[src/rtl/partial_histogram_gen_pkg.sv]
// Shared HOG constants and the cell-output state type used by the histogram datapath.
package partial_histogram_gen_pkg;

    localparam int unsigned HOG_BINS       = 9;
    localparam int unsigned HOG_CELL_ROWS  = 8;
    localparam int unsigned HOG_CELL_COLS  = 8;
    localparam int unsigned HOG_BIN_WIDTH  = 11;
    localparam int unsigned HOG_ROW_STRIDE = HOG_BINS * HOG_BIN_WIDTH;

    typedef enum logic {
        ST_EMPTY = 1'b0,
        ST_FULL  = 1'b1
    } hist_state_e;

endpackage

[src/rtl/row_bin_accumulator.sv]
// One cell row's orientation bins: adds a magnitude into the selected bin, clearable.
module row_bin_accumulator #(
    parameter int unsigned BINS          = 9,
    parameter int unsigned BIN_WIDTH     = 11,
    parameter int unsigned BIN_IDX_WIDTH = 4
) (
    input  logic                          clk,
    input  logic                          rst_n,
    input  logic                          add_en_i,
    input  logic                          clr_i,
    input  logic [BIN_IDX_WIDTH-1:0]      bin_idx_i,
    input  logic [BIN_WIDTH-1:0]          mag_i,
    output logic [BINS*BIN_WIDTH-1:0]     bins_next_o
);

    logic [BINS*BIN_WIDTH-1:0] bins_q;
    logic [BINS*BIN_WIDTH-1:0] bins_d;

    // bins_next_o includes the pending add so the cell output can capture the final pixel
    always_comb begin
        bins_next_o = bins_q;
        for (int unsigned b = 0; b < BINS; b++) begin
            if (add_en_i && (bin_idx_i == BIN_IDX_WIDTH'(b))) begin
                bins_next_o[b*BIN_WIDTH +: BIN_WIDTH] = bins_q[b*BIN_WIDTH +: BIN_WIDTH] + mag_i;
            end
        end
        bins_d = clr_i ? '0 : bins_next_o;
    end

    always_ff @(posedge clk) begin
        if (!rst_n) begin
            bins_q <= '0;
        end else begin
            bins_q <= bins_d;
        end
    end

endmodule

[src/rtl/partial_histogram_gen.sv]
// Accumulates raster-ordered pixels into per-row bin histograms and hands each
// completed cell to a single-entry output register with valid/ready handshake.
module partial_histogram_gen
    import partial_histogram_gen_pkg::*;
#(
    parameter int unsigned MAG_WIDTH       = 8,
    parameter int unsigned BIN_IDX_WIDTH   = 4,
    parameter int unsigned INPUT_BIN_WIDTH = HOG_BIN_WIDTH,
    parameter int unsigned BINS            = HOG_BINS,
    parameter int unsigned CELL_COLS       = HOG_CELL_COLS,
    parameter int unsigned CELL_ROWS       = HOG_CELL_ROWS
) (
    input  logic                                        clk,
    input  logic                                        rst_n,
    input  logic                                        in_valid,
    output logic                                        in_ready,
    input  logic [MAG_WIDTH-1:0]                        in_mag,
    input  logic [BIN_IDX_WIDTH-1:0]                    in_bin,
    output logic                                        out_valid,
    input  logic                                        out_ready,
    output logic [INPUT_BIN_WIDTH*BINS*CELL_ROWS-1:0]   partial_histogram,
    output logic                                        bin_err
);

    localparam int unsigned ROW_W  = (BINS == HOG_BINS && INPUT_BIN_WIDTH == HOG_BIN_WIDTH)
                                     ? HOG_ROW_STRIDE : BINS * INPUT_BIN_WIDTH;
    localparam int unsigned HIST_W = ROW_W * CELL_ROWS;
    localparam int unsigned COL_CW = (CELL_COLS > 1) ? $clog2(CELL_COLS) : 1;
    localparam int unsigned ROW_CW = (CELL_ROWS > 1) ? $clog2(CELL_ROWS) : 1;
    localparam logic [COL_CW-1:0]        COL_LAST  = COL_CW'(CELL_COLS - 1);
    localparam logic [ROW_CW-1:0]        ROW_LAST  = ROW_CW'(CELL_ROWS - 1);
    localparam logic [BIN_IDX_WIDTH:0]   BIN_LIMIT = (BIN_IDX_WIDTH + 1)'(BINS);

    hist_state_e               state_q, state_d;
    logic [COL_CW-1:0]         col_q, col_d;
    logic [ROW_CW-1:0]         row_q, row_d;
    logic                      bin_err_q, bin_err_d;
    logic [HIST_W-1:0]         hist_q, hist_d;
    logic [HIST_W-1:0]         work_next;
    logic [INPUT_BIN_WIDTH-1:0] mag_ext;
    logic                      last_pix;
    logic                      accept;
    logic                      bin_ok;
    logic                      load;

    assign mag_ext  = INPUT_BIN_WIDTH'(in_mag);
    assign last_pix = (col_q == COL_LAST) && (row_q == ROW_LAST);
    assign bin_ok   = ({1'b0, in_bin} < BIN_LIMIT);
    assign accept   = rst_n && in_valid && in_ready;
    assign load     = accept && last_pix;

    for (genvar r = 0; r < CELL_ROWS; r++) begin : g_row
        row_bin_accumulator #(
            .BINS          (BINS),
            .BIN_WIDTH     (INPUT_BIN_WIDTH),
            .BIN_IDX_WIDTH (BIN_IDX_WIDTH)
        ) u_row_acc (
            .clk         (clk),
            .rst_n       (rst_n),
            .add_en_i    (accept && bin_ok && (row_q == ROW_CW'(r))),
            .clr_i       (load),
            .bin_idx_i   (in_bin),
            .mag_i       (mag_ext),
            .bins_next_o (work_next[r*ROW_W +: ROW_W])
        );
    end

    // The closing pixel is only blocked when the held cell cannot leave this cycle
    always_comb begin
        state_d   = state_q;
        col_d     = col_q;
        row_d     = row_q;
        bin_err_d = bin_err_q;
        hist_d    = hist_q;
        out_valid = (state_q == ST_FULL);
        in_ready  = 1'b1;

        if (rst_n && (state_q == ST_FULL) && !out_ready && last_pix) begin
            in_ready = 1'b0;
        end

        if (accept) begin
            if (col_q == COL_LAST) begin
                col_d = '0;
                row_d = (row_q == ROW_LAST) ? '0 : row_q + 1'b1;
            end else begin
                col_d = col_q + 1'b1;
            end
            if (!bin_ok) begin
                bin_err_d = 1'b1;
            end
        end

        if (load) begin
            hist_d  = work_next;
            state_d = ST_FULL;
        end else if ((state_q == ST_FULL) && out_ready) begin
            state_d = ST_EMPTY;
        end
    end

    always_ff @(posedge clk) begin
        if (!rst_n) begin
            state_q   <= ST_EMPTY;
            col_q     <= '0;
            row_q     <= '0;
            bin_err_q <= 1'b0;
            hist_q    <= '0;
        end else begin
            state_q   <= state_d;
            col_q     <= col_d;
            row_q     <= row_d;
            bin_err_q <= bin_err_d;
            hist_q    <= hist_d;
        end
    end

    assign partial_histogram = hist_q;
    assign bin_err           = bin_err_q;

endmodule

[config.mk]
export PLATFORM = sky130hd
export DESIGN_NAME = partial_histogram_gen
export DESIGN_NICKNAME = d
export VERILOG_FILES = /design/src/rtl/partial_histogram_gen_pkg.sv /design/src/rtl/row_bin_accumulator.sv /design/src/rtl/partial_histogram_gen.sv
export SDC_FILE = /design/constraint.sdc
export NUM_CORES = 2
export LEC_CHECK = 0
export ABC_AREA = 1
export BUFFER_PORTS_ARGS = -buffer_cell sky130_fd_sc_hd__buf_4
export CAP_MARGIN = 20
export CORE_MARGIN = 2
export CORE_UTILIZATION = 38
export DETAILED_ROUTE_END_ITERATION = 8
export PLACE_DENSITY = 0.59
export SKIP_CTS_REPAIR_TIMING = 1
export SYNTH_ARGS = -nofsm -noshare
export SYNTH_HDL_FRONTEND = slang
export SYNTH_SLANG_ARGS = --single-unit
[constraint.sdc]
create_clock -name clk -period 9.95 [get_ports clk]
set_input_delay 1.99 -clock clk [delete_from_list [all_inputs] [get_ports clk]]
set_output_delay 1.99 -clock clk [all_outputs]
set_load 0.01 [all_outputs]
; ---- Yosys cells after proc, flatten, opt, wreduce, memory -nomap -nowiden
; Cells that the tools add are included.
; Widths: inputs -> output; s select.
[classes]
add_sub_neg = 74
n_lt_le_gt_ge = 1
eq_ne = 16
muxes = 77
bitwise_logic = 2
reduce_logical = 96
[op_table]
columns = cell, count
row1 = $add 11x8->11, 72
row2 = $mux 11, 72
row3 = $logic_and 1x1->1, 89
row4 = $eq 4x3->1 const B, 4
row5 = $eq 3x3->1 const B, 5
row6 = $eq 4x2->1 const B, 2
row7 = $add 3x1->3 const B, 2
row8 = $eq 3x2->1 const B, 2
row9 = $mux 3, 2
row10 = $eq 4x1->1 const B, 1
row11 = $eq 4x4->1 const B, 1
row12 = $logic_not 4->1, 1
row13 = $lt 4x4->1 const B, 1
row14 = $reduce_and 2->1, 2
row15 = $eq 3x1->1 const B, 1
row16 = $logic_not 3->1, 1
row17 = $mux 1, 3
row18 = $not 1->1, 2
row19 = $reduce_bool 2->1, 1
row20 = $reduce_or 2->1, 1
row21 = $logic_not 1->1, 1
[word_totals]
ff_bits = 1592
elab_cells = 279

; ---- Logic depth before layout (Yosys ltp)
[depth]
ltp_word = 9
depth_mapped = 15
mapped_depth_nobuf = 14

; ---- Cells and area by module
; From an unflattened synthesis, not the netlist that was laid out.
[hier_totals]
hier_cells = 15550
area_unflattened_um2 = 100546.4
[modules_own_cells]
columns = mod, instances, cells_per_inst, area_each_um2
row1 = partial_histogram_gen, 1, 3520, 28417.3
row2 = row_bin_accumulator at g_row[0].u_row_acc ..., 3, 1505, 9018.6
row3 = row_bin_accumulator at g_row[4].u_row_acc ..., 2, 1502, 8973.6
row4 = row_bin_accumulator at g_row[1].u_row_acc, 1, 1507, 9110.0
row5 = row_bin_accumulator at g_row[7].u_row_acc, 1, 1502, 9011.1
row6 = row_bin_accumulator at g_row[6].u_row_acc, 1, 1502, 9004.9

; ---- Least setup slack after synthesis
; No wires, ideal clock.
[synth_timing]
kind = input to register
startpoint = input in_mag[1]
endpoint = register hist_q[688], in the netlist partial_histogram[688]
t_arrival_ps = 6084
t_required_ps = 9836
path_slack_ps = 3752
stages = 11
path_buffers = 0
path_cell_list = inv_1 > fa_1 > inv_1 > nand3_1 > nand3_1 > nand2_1 > nand2_1 > xnor2_1 > nand2_1 > nand3_1 > nand2_1
[synth_between]
elab_chain_cells = 2
[synth_lines]
columns = item, line_no
row1 = "start, declared", partial_histogram_gen.sv:17  ; input logic [MAG_WIDTH-1:0] in_mag,
row2 = $add 11x8->11, row_bin_accumulator.sv:24  ; bins_next_o[b*BIN_WIDTH +: BIN_WIDTH] = bins_q[b*BIN_WIDTH +: BIN_WIDTH] + mag_i;
row3 = $mux 11, row_bin_accumulator.sv:23  ; if (add_en_i && (bin_idx_i == BIN_IDX_WIDTH'(b))) begin
row4 = "end signal, assigned", partial_histogram_gen.sv:114  ; hist_q <= hist_d;
row5 = "end, declared", partial_histogram_gen.sv:38  ; logic [HIST_W-1:0] hist_q, hist_d;
; Every way passes these cells.
; A chain may end at the register's enable or synchronous reset.

; ---- Final worst setup path
[layout_timing]
startpoint = input rst_n
endpoint = output in_ready
[layout_between]
elab_chain_cells = 4
[layout_lines]
columns = item, line_no
row1 = "start, declared", partial_histogram_gen.sv:14  ; input logic rst_n,
row2 = $logic_and 1x1->1 (3 in a row), partial_histogram_gen.sv:78  ; if (rst_n && (state_q == ST_FULL) && !out_ready && last_pix) begin
row3 = $mux 1, partial_histogram_gen.sv:78
row4 = "end, declared", partial_histogram_gen.sv:16  ; output logic in_ready,
; Every way passes these cells.

==> results.cfg <==
[cts]
h-tree-depth = 4
cts_buffers = 181
ctsRootBufferMaster = clkbuf_16
clkTransAtPathRegs_ps = 60
worstSkewPairLatency_ps = 850
cts_tree = done
clkSinkCount = 1592
clockBufferDepth = 3

[floorplan]
dieArea_um2 = 232000
die_h_um = 482
core-area_um2 = 227000
io_pins = 811
initial_utilization_pct = 38.2
dieWidth_um = 482
fp-row-count = 175

[global_routing]
grt_pass1_wl_um = 437000
grtUsageMet1_pct = 33.5
use_met3_pct = 3.21
overflow = 0
antenna_found_initial = 8
grt_pass1_vias = 73675
grt_max_degree = 191
grt_most_used_layer = met2
track_usage_pct = 24.3
grt_util_met2_pct = 39.2

[critical_path]
end_kind = output port
worst_setup_path_start_kind = input port
setup.worst_path.start = rst_n
ff2ff_path_depth = 12
rrSetupSlack_ps = 5740
timing.rr.end = g_row[6].u_row_acc.bins_q[61]
endpoint = in_ready
reg2reg_from = row_q[0]
required_ps = 7960
arrival_ps = 2930
critPathKind = in2out
path_max_fanout = 11

[drt]
firstDrtPassIters = 5
drt-initial-drc-count = 5679
wl_per_cell_um = 17.7
drt_wl_total_um = 291000
num_vias = 81083
route.detailed.drc = 0
drt.antenna.violating_nets = 0
via_per_inst = 4.93

[synth]
synth_simple_gate_area_share_pct = 36.1
synth_compound_area_share_pct = 8.67
synth_nets = 13256
ys_warn_count = 0
netlist_instances = 12584
synthAdderAreaFrac_pct = 10.1
synth_top_family_by_area = simple AND/OR/NAND/NOR gates
ys_seq_area_share_pct = 36.7
synth.avg_cell_area_um2 = 6.89
yosys_register_bits = 1592
synthesis.area_um2 = 86800
ys_types = 32
synth_xor_area_share_pct = 2.97
synth_mux_area_share_pct = 0

[placed_design]
post-place-cells = 16104
dp_hpwl_um = 202000
routabilityCongestion = 0.896
io_buffers = 810

[layout]
seqCellArea_um2 = 31900
final_cell_count_no_fill = 16444
nets = 13950
multiInputGateArea_um2 = 50200
layout-drive-gt1-share_pct = 11.0
fillers = 23666
syn2layout_area_growth_pct = 17.5

[sta]
final-max-slew-violation-count = 0
finalCritPeriodShare_pct = 49.5
rsz0062_at_grt = false
max-slew-margin-rel_pct = 25.7
holdWs_ps = 450
tightest_slew_ps = 1120
finalSetupTns_ps = 0
fin_skew_ps = 46.9
setup_viol = 0
hold_viol = 0
final.min_clock_period_ps = 4920
fmax_mhz = 203

[pwr]
power.leakage_uw = 0.0483
p_per_area_nw_per_um2 = 142
vdd_drop_max_mv = 0.142

[min_path]
min_path_type = reg2reg
holdPathStages = 2

[run_status]
outcome = finished, final reports clean

[flow_run]
max_cap_viol_count = 0
-- logic make-up (layout without fill, tap and decap cells) --
group,Yosys count,after routing
AOI/OAI and AO/OA,1433,1433
and+or+nand+nor,7494,7494
buffers and inverters,1115,1962
DFF,1592,1592
xor gates and xnor gates,294,294
other,0,4
adders and majority gates,656,656
-- state kept, by name, summed over array words and instances (netlist names) --
name and count:
bin_err 1, row_q 3, col_q 3, partial_histogram 792, g_row.u_row_acc.bins_q 792, out_valid 1
-- layout by cell type, fill, tap and decap left out, types with 81 or more instances in the layout --
master and n:
a21oi_1 571, o21ai_0 258, ha_1 584, nand2_1 4789, nor2_1 1227, o21ai_1 465, nand3_1 969, dfxtp_1 1592
buf_4 841, clkbuf_16 184, inv_1 753, nand3b_1 150, xor2_1 81, xnor2_1 213, or2_2 193
-- through the flow --
step	utilization [%]	instance area, um2	total power (uW)	worst slack (ps)
2_1_floorplan	-	86800	6970	3750
3_3_place_gp	41.9	95300	7190	4400
3_5_place_dp	41.9	95300	7190	4330
4_1_cts	44.8	102000	14600	5040
5_1_grt	44.8	102000	15000	4980
6_report	44.8	102000	14500	5030
-- report_power, final --
| part | internal (uW) | leakage [uW] | switching (uW) |
|---|---|---|---|
| sequential | 6380 | 0.0128 | 2.08 |
| combinational | 170 | 0.0323 | 501 |
| clock | 4420 | 0.00322 | 3010 |
-- how the worst min path moves through the flow --
stage | startpoint | end | slack, ps
after floorplan | col_q[1] | col_q[1] | 450
after global placement | partial_histogram[460] | partial_histogram[460] | 440
after detailed placement | partial_histogram[493] | partial_histogram[493] | 440
after CTS | partial_histogram[493] | partial_histogram[493] | 450
after global routing | partial_histogram[214] | partial_histogram[214] | 460
final | partial_histogram[351] | partial_histogram[351] | 450
-- synth_stat cells (all sizes together) --
cell    count  area (um2)
a21o       66         495
a21oi     571        2860
a31oi       1        6.26
buf       287        1650
clkbuf     60         225
dfxtp    1592       31900
fa         72        1440
ha        584        7310
inv       768        2890
nand2    4794       18000
nand3     976        4960
nand3b    150        1130
nand4      37         231
nor2     1312        5560
o21ai     723        3620
o21bai     72         541
or2       225        1410
xnor2     213        1870
xor2       81         709
-- critical path, cell delays in order --
cell	delay [ps]
buf_4	180
nand2_1	90
nor2_1	100
nand2_1	270
buf_4	280
-- routing by layer --
layer  part of all wire (%)  wire length [um]  vias up
met1                     47            137000    37043
met3                    5.3             15300      338
met2                     45            130000     1813
met4                    3.0              8760        0
li1                       -                 -    41889
met5                      0                 0        -
-- cell type report --
class | instances | share of cell area [%]
Multi-Input combinational cell | 9877 | 49.2
Timing Repair Buffer | 858 | 6.46
Tap cell | 3009 | 3.69
Inverter | 768 | 2.86
Sequential cell | 1592 | 31.3
Antenna cell | 4 | 0.00982
Clock buffer | 229 | 4.96
Clock inverter | 107 | 1.55
Note: power is estimated with default switching activity, not from simulation.
